## src/rtl/cond_pkg.sv

```systemverilog
// Shared types and helpers for the conditional-execution unit:
// ARM condition codes, IT sequencer states and NZCV bit positions.
package cond_pkg;

  // ARM condition field encodings; NV is treated as always-pass.
  typedef enum logic [3:0] {
    EQ = 4'b0000,
    NE = 4'b0001,
    CS = 4'b0010,
    CC = 4'b0011,
    MI = 4'b0100,
    PL = 4'b0101,
    VS = 4'b0110,
    VC = 4'b0111,
    HI = 4'b1000,
    LS = 4'b1001,
    GE = 4'b1010,
    LT = 4'b1011,
    GT = 4'b1100,
    LE = 4'b1101,
    AL = 4'b1110,
    NV = 4'b1111
  } cond_e;

  // IT block sequencer states.
  typedef enum logic {
    IDLE   = 1'b0,
    ACTIVE = 1'b1
  } it_state_t;

  // Bit positions inside the NZCV flag vector.
  localparam int FLAG_N = 3;
  localparam int FLAG_Z = 2;
  localparam int FLAG_C = 1;
  localparam int FLAG_V = 0;

  // Condition used by one IT slot: the base condition, with its LSB
  // inverted for an "else" slot (then_bit = 0).
  function automatic logic [3:0] it_cond(input logic [3:0] base, input logic then_bit);
    return {base[3:1], base[0] ^ ~then_bit};
  endfunction

endpackage

```

## src/rtl/cond_eval.sv

```systemverilog
// Combinational ARM condition evaluator: decides whether a 4-bit
// condition code passes against the current NZCV flags.
module cond_eval
  import cond_pkg::*;
(
  input  logic [3:0] cond_i,
  input  logic [3:0] flags_i,
  output logic       pass_o
);

  logic n_s;
  logic z_s;
  logic c_s;
  logic v_s;

  assign n_s = flags_i[FLAG_N];
  assign z_s = flags_i[FLAG_Z];
  assign c_s = flags_i[FLAG_C];
  assign v_s = flags_i[FLAG_V];

  // Decode the condition code into a pass/fail decision.
  always_comb begin
    pass_o = 1'b1;
    case (cond_e'(cond_i))
      EQ:      pass_o = z_s;
      NE:      pass_o = ~z_s;
      CS:      pass_o = c_s;
      CC:      pass_o = ~c_s;
      MI:      pass_o = n_s;
      PL:      pass_o = ~n_s;
      VS:      pass_o = v_s;
      VC:      pass_o = ~v_s;
      HI:      pass_o = c_s & ~z_s;
      LS:      pass_o = ~c_s | z_s;
      GE:      pass_o = (n_s == v_s);
      LT:      pass_o = (n_s != v_s);
      GT:      pass_o = ~z_s & (n_s == v_s);
      LE:      pass_o = z_s | (n_s != v_s);
      AL:      pass_o = 1'b1;
      NV:      pass_o = 1'b1;
      default: pass_o = 1'b1;
    endcase
  end

endmodule

```

## src/rtl/cond_exec_unit.sv

```systemverilog
// Conditional-execution unit: holds NZCV, gates the decoder write
// enables by the effective condition and sequences IT blocks of up to
// MAX_IT instructions with stall and flush support.
module cond_exec_unit
  import cond_pkg::*;
#(
  parameter int MAX_IT = 4,
  parameter int CNT_W  = $clog2(MAX_IT + 1)
) (
  input  logic              clk,
  input  logic              reset,
  input  logic              Valid,
  input  logic              Stall,
  input  logic              Flush,
  input  logic [3:0]        Cond,
  input  logic [3:0]        ALUFlags,
  input  logic [1:0]        FlagW,
  input  logic              PCS,
  input  logic              RegW,
  input  logic              MemW,
  input  logic              ITStart,
  input  logic [3:0]        ITBase,
  input  logic [CNT_W-1:0]  ITCount,
  input  logic [MAX_IT-1:0] ITThen,
  output logic              CondEx,
  output logic              PCSrc,
  output logic              RegWrite,
  output logic              MemWrite,
  output logic [3:0]        Flags,
  output logic              InIT,
  output logic              ITErr
);

  localparam logic [CNT_W-1:0] CNT_ZERO = {CNT_W{1'b0}};
  localparam logic [CNT_W-1:0] CNT_ONE  = {{(CNT_W-1){1'b0}}, 1'b1};

  it_state_t         state_q, state_d;
  logic [3:0]        base_q, base_d;
  logic [MAX_IT-1:0] then_q, then_d;
  logic [CNT_W-1:0]  idx_q, idx_d;
  logic [CNT_W-1:0]  rem_q, rem_d;
  logic [3:0]        flags_q, flags_d;

  logic              fire_s;
  logic              active_s;
  logic              then_ok_s;
  logic              it_legal_s;
  logic              it_err_s;
  logic [MAX_IT-1:0] then_sh_s;
  logic [3:0]        eff_cond_s;
  logic              pass_s;
  logic              issue_s;

  // An instruction only takes effect when presented, not held and not aborted.
  assign fire_s   = Valid & ~Stall & ~Flush;
  assign active_s = (state_q == ACTIVE);
  // issue_s marks cycles where the outputs are allowed to be non-zero at all.
  assign issue_s  = Valid & ~Stall & ~Flush;

  // An AL-based IT block cannot contain "else" slots: every covered
  // slot must have its then-bit set.
  always_comb begin
    then_ok_s = 1'b1;
    for (int i = 0; i < MAX_IT; i++) begin
      if ((i < int'(ITCount)) && !ITThen[i]) begin
        then_ok_s = 1'b0;
      end else begin
        then_ok_s = then_ok_s;
      end
    end
  end

  // A new IT block is accepted only from IDLE with a sane count and base.
  assign it_legal_s = !active_s
                    && (ITCount != CNT_ZERO)
                    && (int'(ITCount) <= MAX_IT)
                    && (ITBase != 4'b1111)
                    && ((ITBase != 4'b1110) || then_ok_s);
  assign it_err_s   = ITStart & ~it_legal_s;

  // Select the then/else bit of the current slot.
  assign then_sh_s = then_q >> idx_q;

  // Effective condition: slot condition inside a block, the IT
  // instruction itself is unconditional, otherwise the own Cond field.
  always_comb begin
    eff_cond_s = Cond;
    if (active_s) begin
      eff_cond_s = it_cond(base_q, then_sh_s[0]);
    end else if (ITStart) begin
      eff_cond_s = 4'b1110;
    end else begin
      eff_cond_s = Cond;
    end
  end

  cond_eval u_cond_eval (
    .cond_i  (eff_cond_s),
    .flags_i (flags_q),
    .pass_o  (pass_s)
  );

  // Illegal IT requests are squashed along with everything else gated here.
  assign CondEx   = issue_s & pass_s & ~it_err_s;
  assign PCSrc    = PCS  & CondEx;
  assign RegWrite = RegW & CondEx;
  assign MemWrite = MemW & CondEx;
  assign ITErr    = issue_s & it_err_s;
  assign Flags    = flags_q;
  assign InIT     = active_s;

  // Next-state logic for the flag register and the IT sequencer.
  always_comb begin
    state_d = state_q;
    base_d  = base_q;
    then_d  = then_q;
    idx_d   = idx_q;
    rem_d   = rem_q;
    flags_d = flags_q;
    if (Flush) begin
      state_d = IDLE;
      idx_d   = CNT_ZERO;
      rem_d   = CNT_ZERO;
    end else if (fire_s && !it_err_s) begin
      if (CondEx && FlagW[1]) begin
        flags_d[FLAG_N:FLAG_Z] = ALUFlags[FLAG_N:FLAG_Z];
      end else begin
        flags_d[FLAG_N:FLAG_Z] = flags_q[FLAG_N:FLAG_Z];
      end
      if (CondEx && FlagW[0]) begin
        flags_d[FLAG_C:FLAG_V] = ALUFlags[FLAG_C:FLAG_V];
      end else begin
        flags_d[FLAG_C:FLAG_V] = flags_q[FLAG_C:FLAG_V];
      end
      case (state_q)
        IDLE: begin
          if (ITStart) begin
            state_d = ACTIVE;
            base_d  = ITBase;
            then_d  = ITThen;
            idx_d   = CNT_ZERO;
            rem_d   = ITCount;
          end else begin
            state_d = IDLE;
          end
        end
        ACTIVE: begin
          // Leave on the last slot, or early when a taken branch
          // jumps out while slots are still pending.
          if ((rem_q == CNT_ONE) || (PCSrc && (rem_q > CNT_ONE))) begin
            state_d = IDLE;
            idx_d   = CNT_ZERO;
            rem_d   = CNT_ZERO;
          end else begin
            idx_d = idx_q + CNT_ONE;
            rem_d = rem_q - CNT_ONE;
          end
        end
        default: begin
          state_d = IDLE;
          idx_d   = CNT_ZERO;
          rem_d   = CNT_ZERO;
        end
      endcase
    end else begin
      state_d = state_q;
    end
  end

  // State registers with synchronous reset taking priority over everything.
  always_ff @(posedge clk) begin
    if (reset) begin
      state_q <= IDLE;
      base_q  <= 4'b0000;
      then_q  <= {MAX_IT{1'b0}};
      idx_q   <= CNT_ZERO;
      rem_q   <= CNT_ZERO;
      flags_q <= 4'b0000;
    end else begin
      state_q <= state_d;
      base_q  <= base_d;
      then_q  <= then_d;
      idx_q   <= idx_d;
      rem_q   <= rem_d;
      flags_q <= flags_d;
    end
  end

endmodule
```

## config.mk

```make
export PLATFORM = sky130hd
export DESIGN_NAME = cond_exec_unit
export DESIGN_NICKNAME = d
export VERILOG_FILES = /design/src/rtl/cond_pkg.sv /design/src/rtl/cond_eval.sv /design/src/rtl/cond_exec_unit.sv
export SDC_FILE = /design/constraint.sdc
export NUM_CORES = 1
export LEC_CHECK = 0
export BUFFER_PORTS_ARGS = -buffer_cell sky130_fd_sc_hd__buf_2
export CORE_ASPECT_RATIO = 1.75
export CORE_MARGIN = 5
export CORE_UTILIZATION = 54
export CTS_BUF_LIST = sky130_fd_sc_hd__clkbuf_2 sky130_fd_sc_hd__clkbuf_4 sky130_fd_sc_hd__clkbuf_8
export CTS_CLUSTER_DIAMETER = 80
export DETAILED_ROUTE_END_ITERATION = 10
export MAX_ROUTING_LAYER = met4
export PLACE_DENSITY = 0.82
export SYNTH_ARGS = -nofsm -noshare
export SYNTH_HDL_FRONTEND = slang
export SYNTH_SLANG_ARGS = --single-unit
```

## constraint.sdc

```tcl
create_clock -name clk -period 2.99 [get_ports clk]
set_input_delay 0.299 -clock clk [delete_from_list [all_inputs] [get_ports clk]]
set_output_delay 0.299 -clock clk [all_outputs]
set_load 0.05 [all_outputs]
```

# Word level (Yosys, flattened, before mapping)
# Index checks and enable logic that the tools add are counted.
[word_totals]
reg_bits = 19
input_bits = 30
word_cells = 105
[classes]
addsub = 2
order_cmp = 6
n_eq_ne = 21
shifts = 1
n_mux = 16
n_bitwise = 24
reduce_logical = 28
[ops]
columns = ["operator", "n"]
rows = [
  ["$eq A4 B4 Y1 const B", 8],
  ["$eq A4 B3 Y1 const B", 4],
  ["$pmux W1 S15", 1],
  ["$logic_and A1 B1 Y1", 12],
  ["$mux W3", 4],
  ["$pmux W3 S2", 2],
  ["$and A1 B1 Y1", 11],
  ["$not A1 Y1", 10],
  ["$eq A4 B2 Y1 const B", 2],
  ["$mux W4", 2],
  ["$ne A4 B4 Y1 const B", 2],
  ["$logic_not A1 Y1", 6],
  ["$lt A1 B3 Y1 const A", 2],
  ["$lt A2 B3 Y1 const A", 2],
  ["$mux W1", 6],
  ["$reduce_and A3 Y1", 2],
  ["$eq A4 B1 Y1 const B", 1],
  ["$logic_not A4 Y1", 1],
  ["$reduce_and A4 Y1", 1],
  ["$reduce_or A2 Y1", 2],
  ["$shr A4 B3 Y1", 1],
  ["$add A3 B1 Y3 const B", 1],
  ["$eq A3 B1 Y1 const B", 1],
  ["$gt A3 B1 Y1 const B", 1],
  ["other kinds (11)", 13],
]

# Logic depth before layout (Yosys ltp)
# Gate-level depths: netlist (run 1).
[depth]
word_depth = 17
mapped_depth = 10
ltp_nobuf = 8

# Hierarchy
# Synthesis (run 1) repeated with hierarchy kept, for this count alone.
[hier_totals]
cells_unflattened = 159
area_unflattened_um2 = 1326.3
[modules_own_cells]
columns = ["mod", "instances", "cells_per_inst", "area_each_um2", "seq_area_each_um2"]
rows = [
  ["cond_exec_unit", 1, 130, 1124.8, 380.4],
  ["cond_eval", 1, 29, 201.4, 0.0],
]

# Worst setup path after synthesis (run 1)
# No wires, ideal clock.
[synth_path]
path_kind = "flip-flop to output port"
from = "register state_q, in the netlist InIT"
to = "output port MemWrite"
t_arrival_ps = 3324
required_ps = 2691
path_slack_ps = -633
path_stages_with_launch = 10
cell_sequence = "dfxtp_1 > buf_2 > nor3b_1 > a31o_1 > nor3b_4 > xnor2_1 > a21boi_1 > a21oi_1 > nor2b_1 > and2_1"
[synth_between]
elab_chain_cells = 10
[synth_lines]
columns = ["item", "line_no", "text"]
rows = [
  ["from (decl)", "cond_exec_unit.sv:37", "it_state_t state_q, state_d;"],
  ["from (signal assigned)", "cond_exec_unit.sv:180", "state_q <= state_d;"],
  ["parallel branches: the longest is 8 deep, another holds $pmux W1 S15", "--", ""],
  ["$and A1 B1 Y1 (*)", "cond_exec_unit.sv:104", "assign CondEx = issue_s & pass_s & ~it_err_s;"],
  ["net CondEx", "cond_exec_unit.sv:25", "output logic CondEx,"],
  ["$and A1 B1 Y1 (*)", "cond_exec_unit.sv:107", "assign MemWrite = MemW & CondEx;"],
  ["to (decl)", "cond_exec_unit.sv:28", "output logic MemWrite,"],
]
# Mark *: on every way through the listed nets, which the timed path passes.

# Final worst setup path (run 1)
[layout_path]
from = "register idx_q[1]"
to = "output port RegWrite"
[layout_between]
elab_chain_cells = 10
[layout_lines]
columns = ["item", "line_no", "text"]
rows = [
  ["from (decl)", "cond_exec_unit.sv:40", "logic [CNT_W-1:0] idx_q, idx_d;"],
  ["from (signal assigned)", "cond_exec_unit.sv:183", "idx_q <= idx_d;"],
  ["$shr A4 B3 Y1 (*)", "cond_exec_unit.sv:82", "assign then_sh_s = then_q >> idx_q;"],
  ["$not A1 Y1 (*)", "cond_pkg.sv:40", "return {base[3:1], base[0] ^ ~then_bit};"],
  ["$xor A1 B1 Y1 (*)", "cond_pkg.sv:40", ""],
  ["$mux W4 (*)", "cond_exec_unit.sv:88", "if (active_s) begin"],
  ["$eq A4 B4 Y1", "cond_eval.sv:24", "case (cond_e'(cond_i))"],
  ["$reduce_or A2 Y1 (no source line)", "--", ""],
  ["$pmux W1 S15 (*)", "cond_eval.sv:24", ""],
  ["$and A1 B1 Y1 (*) (2 in a row)", "cond_exec_unit.sv:104", ""],
  ["$and A1 B1 Y1 (*)", "cond_exec_unit.sv:106", "assign RegWrite = RegW & CondEx;"],
  ["to (decl)", "cond_exec_unit.sv:27", "output logic RegWrite,"],
]
# Every way passes the cells marked *; elsewhere a longest branch is shown, timed or not.

==> results of run 1 <==
## routing by layer
layer,global-route usage,up-vias,wire length (um),part of all wire
met5,-,-,0,0
met4,0.1234,0,164,0.042
met3,0.02991,17,118,0.030
met2,0.3622,33,2159,0.55
met1,0.1940,720,1508,0.38
li1,-,760,-,-
## worst paths after layout
path               endpoint  slack, ns        start
setup / recovery   RegWrite       0.09     idx_q[1]
hold / removal     Flags[2]       0.29  ALUFlags[2]
setup reg to reg   Flags[1]       0.38         InIT
hold reg to reg   base_q[1]       0.51    base_q[1]
## cells by family after synthesis
kind of cell             Yosys count  share of synthesized area
buffers and inverters             15                    0.03927
adder cells (fa/ha/maj)            3                    0.02507
flip-flops                        19                     0.2540
XOR/XNOR                           2                    0.01170
AO/OA/AOI/OAI                     38                     0.2072
AND/OR/NAND/NOR                   87                     0.3166
multiplexers                      21                     0.1462
## area by class of cell
class                   count  area (um^2)
repair buffers             49        300.3
fillers                   226        792.0
multi-input cells         151         1102
flip-flops and latches     19        382.9
clock buffers               4        48.80
well taps                  27        33.78
inverters                   8        30.03
## flip-flops by register name, summed over array words and instances, names as in the netlist
name,cells
Flags,4
base_q,4
then_q,4
idx_q,3
rem_q,3
InIT,1
## synth_stat cells, drive strengths merged (2+ instances only)
cell / instances
a21oi: 7
nor3b: 5
nand3b: 2
a22oi: 2
and2: 6
nor2b: 10
nand2b: 10
nor4: 2
nand3: 6
nor3: 7
mux2: 4
ha: 3
buf: 2
or2: 4
o21ai: 3
mux2i: 17
a211o: 3
dfxtp: 19
nand2: 8
inv: 8
a221oi: 6
o211ai: 2
a211oi: 4
nor2: 23
clkbuf: 5
a21o: 2
## timing repair
item / 4_1_cts / 5_1_grt
buffers inserted: 3 / 2
endpoints found under the setup margin: 4 / 4
pin swaps: 2 / 8
gates resized for setup: 6 / 14
## critical path, cell delays in order, from the launching register on
cell and delay (ns):
dfxtp_2 0.36, mux2_4 0.33, a31o_1 0.25, nor3b_4 0.27, mux2_4 0.33, or2_1 0.23
a21oi_2 0.21, nor2b_4 0.07, and2_4 0.14, buf_8 0.14
## power groups by stage
stage | Combinational [mW] | Clock [mW] | Sequential (mW)
4_1_cts | 0.114 | 0.191 | 0.259
3_5_place_dp | 0.109 | 0 | 0.265
2_1_floorplan | 0.0665 | 0 | 0.267
3_3_place_gp | 0.107 | 0 | 0.264
5_1_grt | 0.132 | 0.206 | 0.259
6_report | 0.122 | 0.188 | 0.259
## per-stage QoR
stage | total power [mW] | hold slack (ns) | utilization
after floorplan | 0.3330 | 0.4459 | -
after global placement | 0.3715 | 0.4825 | 0.6498
after detailed placement | 0.3735 | 0.4914 | 0.6498
after CTS | 0.5636 | 0.2953 | 0.6823
after global routing | 0.5976 | 0.2960 | 0.7056
final | 0.5689 | 0.2944 | 0.7056
==> results by group, run 1 <==
Floorplan
  – Die width: 49.81 um
  – # IOs: 40
  – Die area: slightly below 4000 um^2
  – Core Area: around 2700 um^2
  – Site Rows: 25
  – Initial Utilization: 0.5567
  – Die Ht: between 70 and 80 um

Drt
  – # DRC: 0
  – Initial DRC count: 21
  – First-pass iteration count of the detailed router: 4
  – WL/cell: 15.31 um
  – Via density: a little under 6
  – Total detailed-routing wirelength: a little under 4000 um
  – Vias: between 1500 and 2000
  – ANT nets after route: 0

Synthesis
  – Netlist Area Pre-Place: between 1000 and 1500 um^2
  – Sequential cell area fraction in the yosys report: 0.2540
  – Post-Syn Nets: 218
  – Gate Count Post-Synth: about 190
  – Syn_area_per_cell: 8.096 um^2
  – Flops & latches, synth: 19
  – Async SR Flop Fraction: 0
  – Synth area leader: dfxtp_1
  – Synth top area share: 0.2540
  – Area contributors post-synth: dfxtp_1, mux2i_1, nor2_1
  – Top FF cell, synth: dfxtp_1
  – Yosys warnings: 0
  – Number of synthesized flops with an enable pin: 0
  – Yosys cell types: 46

Pwr
  – Part of the power in combinational logic: 0.215
  – Switching Fraction: 0.2669
  – Internal: between 0.4 and 0.5 mW
  – P_sw: between 0.15 and 0.2 mW
  – PD cells: between 200 and 300 nW/um^2
  – Leakage Power: about 0.81 nW
  – Clk pwr share: 0.330
  – Max VDD drop: roughly 0.29 mV
  – Flop pwr share: 0.455

Worst setup path
  – Critical Path AT: roughly 2.6 ns
  – R2r worst-path depth: 10
  – Worst EP required: 2.69 ns
  – Max FO, Critical Path: 5
  – CP Capture Type: output pin
  – Crit start category: flop
  – Crit Path Category: flop to output pin

CTS
  – Clk sinks: 19
  – Clock buffer depth: 2
  – Clock Latency Late Sink: around 0.25 ns
  – CTS buffer count: 3
  – Clock slew at reported path FFs: approximately 0.070 ns
  – Post-CTS Hold Buffers: 0
  – CTS H-Tree Depth: 1
  – CTS tree: yes
  – Root buffer cell: clkbuf_8

STA
  – Slew of the pin with the lowest slew margin: 0.4357 ns
  – Final hold violation count: 0
  – Slew headroom: 0.7091
  – Setup tns final: 0 ns
  – Setup violators final: 0
  – Clk_skew: 0.0005253 ns
  – RSZ-0062 raised after global routing: true
  – Max-slew violations: 0
  – Tcrit/Tclk final: 0.9700
  – Setup ws final: around 0.09 ns
  – F_max: 0.3448 GHz
  – Tmin final: just under 3 ns

Status
  – Status: complete, no violations

Final layout
  – Share of layout cells above drive strength 1: 0.3247
  – Fin area: between 1500 and 2000 um^2
  – Non-Filler Instances: about 260
  – Antenna cells: 0
  – Final #Nets: about 270
  – Most common cell after layout, fill and taps aside: buf_2
  – Leading cell types in the layout, fill and taps excluded: buf_2, nor2_1, dfxtp_1, mux2i_1
  – P&R area growth vs syn: 26.73%

GRT
  – Initial antenna violation count: 0
  – Largest net degree at the start of global routing: 18
  – First-pass GRT wire length: 6154 um
  – Congestion Overflow GR: 0
  – Vias in the first global route: 1455
  – Total GRT Usage: 0.2007

Hold path
  – Hold Crit Depth: 3
  – Hold WC Path Type: input port to flop

Place
  – Pre-CTS WS: ~0.032 ns
  – DPL Wire Length: around 3000 um
  – Dpl cells: between 200 and 250
  – Port buffer count: 39
  – Post-DP Area: roughly 1700 um^2
  – Placer congestion estimate: ~0.85

Flow run
  – MaxCap Viol Count: 0
Note: power is estimated with default switching activity, not from simulation.
==> inputs of run 2 (changes only) <==
- MAX_ROUTING_LAYER: met4 -> default
==> results by group, run 2 (same netlist as run 1, synthesis figures left out) <==
Place
  – DPL Wire Length: 3038 um (unchanged)
  – Pre-CTS WS: 0.03205 ns (unchanged)
  – Placer congestion estimate: 0.8373 (-1.5%)
  – Port buffer count: 39 (unchanged)
  – Dpl cells: 249 (unchanged)

Worst setup path
  – Critical Path AT: 2.60 ns (about the same)
  – Max FO, Critical Path: 5 (unchanged)
  – Critical Path Source: idx_q[1]
  – Worst EP required: 2.69 ns (about the same)
  – Reg-to-Reg End: Flags[1]
  – Critical Path End: RegWrite
  – R2r setup slk: 0.38 ns (about the same)
  – Crit Path Category: flop to output pin
  – RR Startpoint: InIT
  – CP Capture Type: output pin
  – Crit start category: flop
  – R2r worst-path depth: 10 (unchanged)

GRT
  – Initial antenna violation count: 0 (unchanged)
  – Vias in the first global route: 1453 (-0.14%)
  – Congestion Overflow GR: 0 (unchanged)
  – Largest net degree at the start of global routing: 18 (unchanged)
  – First-pass GRT wire length: 6154 um (unchanged)
  – Total GRT Usage: 0.1957 (-0.005023)

Final layout
  – Non-Filler Instances: 258 (unchanged)
  – Antenna cells: 0 (unchanged)
  – Share of layout cells above drive strength 1: 0.3247 (unchanged)
  – Final #Nets: 265 (unchanged)
  – Most common cell after layout, fill and taps aside: buf_2
  – Leading cell types in the layout, fill and taps excluded: buf_2, nor2_1, dfxtp_1, mux2i_1
  – P&R area growth vs syn: 26.73% (unchanged)

STA
  – Setup ws final: 0.08815 ns (-0.001644 ns)
  – RSZ-0062 raised after global routing: true
  – Setup violators final: 0 (unchanged)
  – Tmin final: 2.902 ns (+0.001644 ns)
  – Slew headroom: 0.7101 (+0.0009340)
  – Final hold violation count: 0 (unchanged)
  – Slew of the pin with the lowest slew margin: 0.4343 ns (-0.001399 ns)
  – Clk_skew: 0.0009137 ns (+0.0003884 ns)
  – Max-slew violations: 0 (unchanged)
  – Tcrit/Tclk final: 0.9705 (about the same)
  – F_max: 0.3446 GHz (about the same)

Hold path
  – Hold WC Path Type: input port to flop

Pwr
  – PD cells: 299.7 nW/um^2 (about the same)
  – Leakage Power: 0.8069 nW (unchanged)
  – Max VDD drop: 0.2882 mV (-0.22%)

Floorplan
  – Die Ht: 79.67 um (unchanged)
  – Initial Utilization: 0.5567 (unchanged)
  – Die area: 3968 um^2 (unchanged)
  – Site Rows: 25 (unchanged)
  – Core Area: 2690 um^2 (unchanged)
  – Die width: 49.81 um (unchanged)
  – # IOs: 40 (unchanged)

Drt
  – ANT nets after route: 0 (unchanged)
  – Via density: 5.961 (+0.52%)
  – Total detailed-routing wirelength: 3916 um (-0.89%)
  – Vias: 1538 (+0.52%)
  – Initial DRC count: 20 (-4.8%)
  – # DRC: 0 (unchanged)
  – First-pass iteration count of the detailed router: 4 (unchanged)
  – WL/cell: 15.18 um (-0.89%)

CTS
  – CTS H-Tree Depth: 1 (unchanged)
  – Clock buffer depth: 2 (unchanged)
  – Clk sinks: 19 (unchanged)
  – Root buffer cell: clkbuf_8
  – Clock Latency Late Sink: 0.25 ns (about the same)
  – Post-CTS Hold Buffers: 0 (unchanged)
  – Clock slew at reported path FFs: 0.07 ns (about the same)
  – CTS buffer count: 3 (unchanged)
  – CTS tree: yes

Flow run
  – MaxCap Viol Count: 0 (unchanged)

Status
  – Status: complete, no violations
==> run 2: area by class of cell <==
cell class	count	area, um^2
Tap cell	27	33.78
Inverter	8	30.03
Multi-Input combinational cell	151	1102
Clock buffer	4	48.80
Sequential cell	19	382.9
Fill cell	226	792.0
Timing Repair Buffer	49	300.3
==> run 2: worst min-delay path by stage <==
stage	start	end	slack [ns]	cells past startpoint
6_report	ALUFlags[2]	Flags[2]	0.29	3
5_1_grt	ALUFlags[2]	Flags[2]	0.30	3
4_1_cts	ITBase[2]	base_q[2]	0.30	3
3_5_place_dp	then_q[0]	then_q[0]	0.49	2
3_3_place_gp	then_q[0]	then_q[0]	0.48	2
2_1_floorplan	ITThen[3]	then_q[3]	0.45	2
==> run 2: stage by stage <==
stage / hold slack, ns / total power, mW / setup TNS [ns] / area (um^2) / utilization
4_1_cts: 0.2953 / 0.5636 / 0 / 1836 / 0.6823
5_1_grt: 0.2960 / 0.5975 / -0.05574 / 1898 / 0.7056
6_report: 0.2937 / 0.5689 / 0 / 1898 / 0.7056
3_5_place_dp: 0.4914 / 0.3735 / 0 / 1748 / 0.6498
3_3_place_gp: 0.4825 / 0.3715 / 0 / 1748 / 0.6498
2_1_floorplan: 0.4459 / 0.3330 / 0 / 1510 / -
==> run 2: per-layer routing <==
metal / global-route usage / wire [um] / part of all wire / vias to the layer above
li1: - / - / - / 760
met1: 0.1940 / 1465 / 0.37 / 720
met2: 0.3622 / 2155 / 0.55 / 43
met3: 0.02991 / 129 / 0.033 / 15
met4: 0.1234 / 166 / 0.042 / 0
met5: 0 / 0 / 0 / -
==> run 2: where the power goes <==
part	total [mW]	switching (mW)	internal (mW)
registers	0.259	0.00321	0.256
clock network	0.188	0.0842	0.104
logic	0.122	0.0643	0.0576
total	0.569	0.152	0.417
==> run 2: critical path: stages (launching register included) <==
cell and delay (ns):
dfxtp_2 0.36, mux2_4 0.33, a31o_1 0.25, nor3b_4 0.27
mux2_4 0.33, or2_1 0.23, a21oi_2 0.21, nor2b_4 0.07
and2_4 0.14, buf_8 0.14
==> run 2: timing repair <==
action	4_1_cts	5_1_grt
cloned	0	0
gates resized for setup	6	14
setup buffers	3	2
setup endpoints to repair	4	4
hold endpoints to repair	0	0
pin swaps	2	8
==> inputs of run 3 (changes only) <==
- GPL_TIMING_DRIVEN: default -> 0
- RECOVER_POWER: default -> 25
==> results by group, run 3 (same netlist as run 1, synthesis figures left out) <==
CTS
  – Clock slew at reported path FFs: 0.07 ns (about the same)
  – Clock Latency Late Sink: 0.26 ns (about the same)
  – CTS H-Tree Depth: 1 (unchanged)
  – CTS tree: yes
  – Root buffer cell: clkbuf_8
  – Clock buffer depth: 2 (unchanged)
  – Clk sinks: 19 (unchanged)
  – CTS buffer count: 3 (unchanged)

STA
  – Tcrit/Tclk final: 0.9945 (+0.02397)
  – Final hold violation count: 0 (unchanged)
  – RSZ-0062 raised after global routing: true
  – Setup violators final: 0 (unchanged)
  – Max-slew violations: 0 (unchanged)
  – Setup ws final: 0.01648 ns (-0.07167 ns)
  – Tmin final: 2.974 ns (+0.07167 ns)
  – Clk_skew: 0.003571 ns (+0.002657 ns)
  – Slew headroom: 0.3784 (-0.3317)
  – Slew of the pin with the lowest slew margin: 0.9290 ns (+0.4947 ns)
  – F_max: 0.3363 GHz (-2.4%)

Place
  – Dpl cells: 250 (+0.40%)
  – Port buffer count: 38 (-2.6%)
  – Placer congestion estimate: 0.8350 (-0.27%)
  – Pre-CTS WS: -0.07624 ns (-0.1083 ns)
  – DPL Wire Length: 2935 um (-3.4%)
  – Post-DP Area: 1734 um^2 (-0.79%)

Drt
  – # DRC: 0 (unchanged)
  – Total detailed-routing wirelength: 3838 um (-2.0%)
  – WL/cell: 14.82 um (-2.4%)
  – WL met3: 117 um (-9.3%)
  – Via density: 5.846 (-1.9%)
  – Routed wl met2: 2104 um (-2.4%)
  – Highest metal used: met4
  – Initial DRC count: 27 (+35%)
  – Vias: 1514 (-1.6%)
  – Met1 WL: 1458 um (-0.48%)
  – First-pass iteration count of the detailed router: 4 (unchanged)
  – ANT nets after route: 0 (unchanged)

GRT
  – Vias in the first global route: 1510 (+3.9%)
  – Initial antenna violation count: 0 (unchanged)
  – Total GRT Usage: 0.1882 (-0.007491)
  – Largest net degree at the start of global routing: 11 (-7)
  – Congestion Overflow GR: 0 (unchanged)
  – First-pass GRT wire length: 6058 um (-1.6%)

Pwr
  – PD cells: 300.4 nW/um^2 (+0.22%)
  – Leakage Power: 0.7734 nW (-4.1%)
  – Max VDD drop: 0.2679 mV (-7.1%)
  – Total power: 0.5679 mW (-0.18%)

Hold path
  – Worst Hold Launch: ITThen[0]
  – Hold Crit Depth: 3 (unchanged)
  – Worst Hold End: then_q[0]
  – Hold WC Path Type: input port to flop

Floorplan
  – Die Ht: 79.67 um (unchanged)
  – Site Rows: 25 (unchanged)
  – Die width: 49.81 um (unchanged)
  – Die area: 3968 um^2 (unchanged)
  – # IOs: 40 (unchanged)
  – Initial Utilization: 0.5567 (unchanged)
  – Core Area: 2690 um^2 (unchanged)

Worst setup path
  – RR Startpoint: idx_q[1]
  – Max FO, Critical Path: 5 (unchanged)
  – Crit start category: flop
  – Crit Path Category: flop to output pin
  – Worst EP required: 2.69 ns (about the same)
  – CP Capture Type: output pin
  – Critical Path AT: 2.67 ns (+0.07 ns)
  – Reg-to-Reg End: InIT
  – R2r worst-path depth: 8 (-2)
  – R2r setup slk: 0.36 ns (-0.02 ns)

Final layout
  – Non-Filler Instances: 259 (+0.39%)
  – Most common cell after layout, fill and taps aside: buf_2
  – Final #Nets: 266 (+0.38%)
  – Leading cell types in the layout, fill and taps excluded: buf_2, nor2_1, dfxtp_1, mux2i_1
  – P&R area growth vs syn: 26.23%
  – Antenna cells: 0 (unchanged)
  – Final core utilization: 0.7028 (-0.002790)
  – Share of layout cells above drive strength 1: 0.2888 (-0.03588)
  – Fin area: 1891 um^2 (-0.40%)
  – Layout fillers: 227 (+0.44%)

Flow run
  – MaxCap Viol Count: 0 (unchanged)

Status
  – Status: complete, no violations
[run 3: what timing repair did]
item,4_1_cts,5_1_grt
hold buffers,0,0
gates resized for setup,13,10
setup endpoints to repair,4,4
endpoints found under the hold margin,0,0
pin swaps,5,9
buffers inserted,5,0
[run 3: worst max-delay path, cell delays in order (launching register included)]
cell and delay, ns:
dfxtp_4 0.37, mux2_4 0.33, a31o_1 0.24, nor3b_4 0.30, mux2_4 0.34, or2_4 0.26, a21oi_4 0.21, nor2b_4 0.07
and2_4 0.14, buf_8 0.14
[run 3: power by group]
group	internal, mW	total, mW	switching [mW]
combinational	0.0559	0.123	0.0668
sequential	0.255	0.257	0.00251
clock	0.104	0.188	0.0840
[run 3: cell type report]
class | count | area, um^2 | area share
Tap cell | 27 | 33.78 | 0.01787
Multi-Input combinational cell | 151 | 1112 | 0.5884
Clock buffer | 4 | 48.80 | 0.02581
Buffer | 7 | 28.78 | 0.01522
Inverter | 8 | 30.03 | 0.01588
Timing Repair Buffer | 43 | 251.5 | 0.1330
Sequential cell | 19 | 385.4 | 0.2038
[run 3: metrics by stage]
step                hold WS [ns]   TNS [ns]
finish                    0.2912          0
global route              0.3038    -0.4074
CTS                       0.2990  -0.007629
detailed placement        0.4865    -0.2099
global placement          0.4719    -0.1551
floorplan                 0.4459          0
[run 3: worst max path at each step]
| stage | from | to | slack [ns] | cells past startpoint |
|---|---|---|---|---|
| 5_1_grt | InIT | RegWrite | -0.11 | 10 |
| 6_report | idx_q[1] | RegWrite | 0.02 | 9 |
| 4_1_cts | idx_q[1] | PCSrc | -0.004 | 9 |
| 3_5_place_dp | idx_q[1] | RegWrite | -0.08 | 9 |
| 2_1_floorplan | InIT | MemWrite | 0.05 | 9 |
| 3_3_place_gp | idx_q[1] | PCSrc | -0.05 | 9 |
[run 3: layer usage]
layer | track usage | vias up
li1 | - | 762
met1 | 0.1840 | 706
met2 | 0.3482 | 32
met3 | 0.02617 | 14
met4 | 0.1286 | 0
met5 | 0 | -
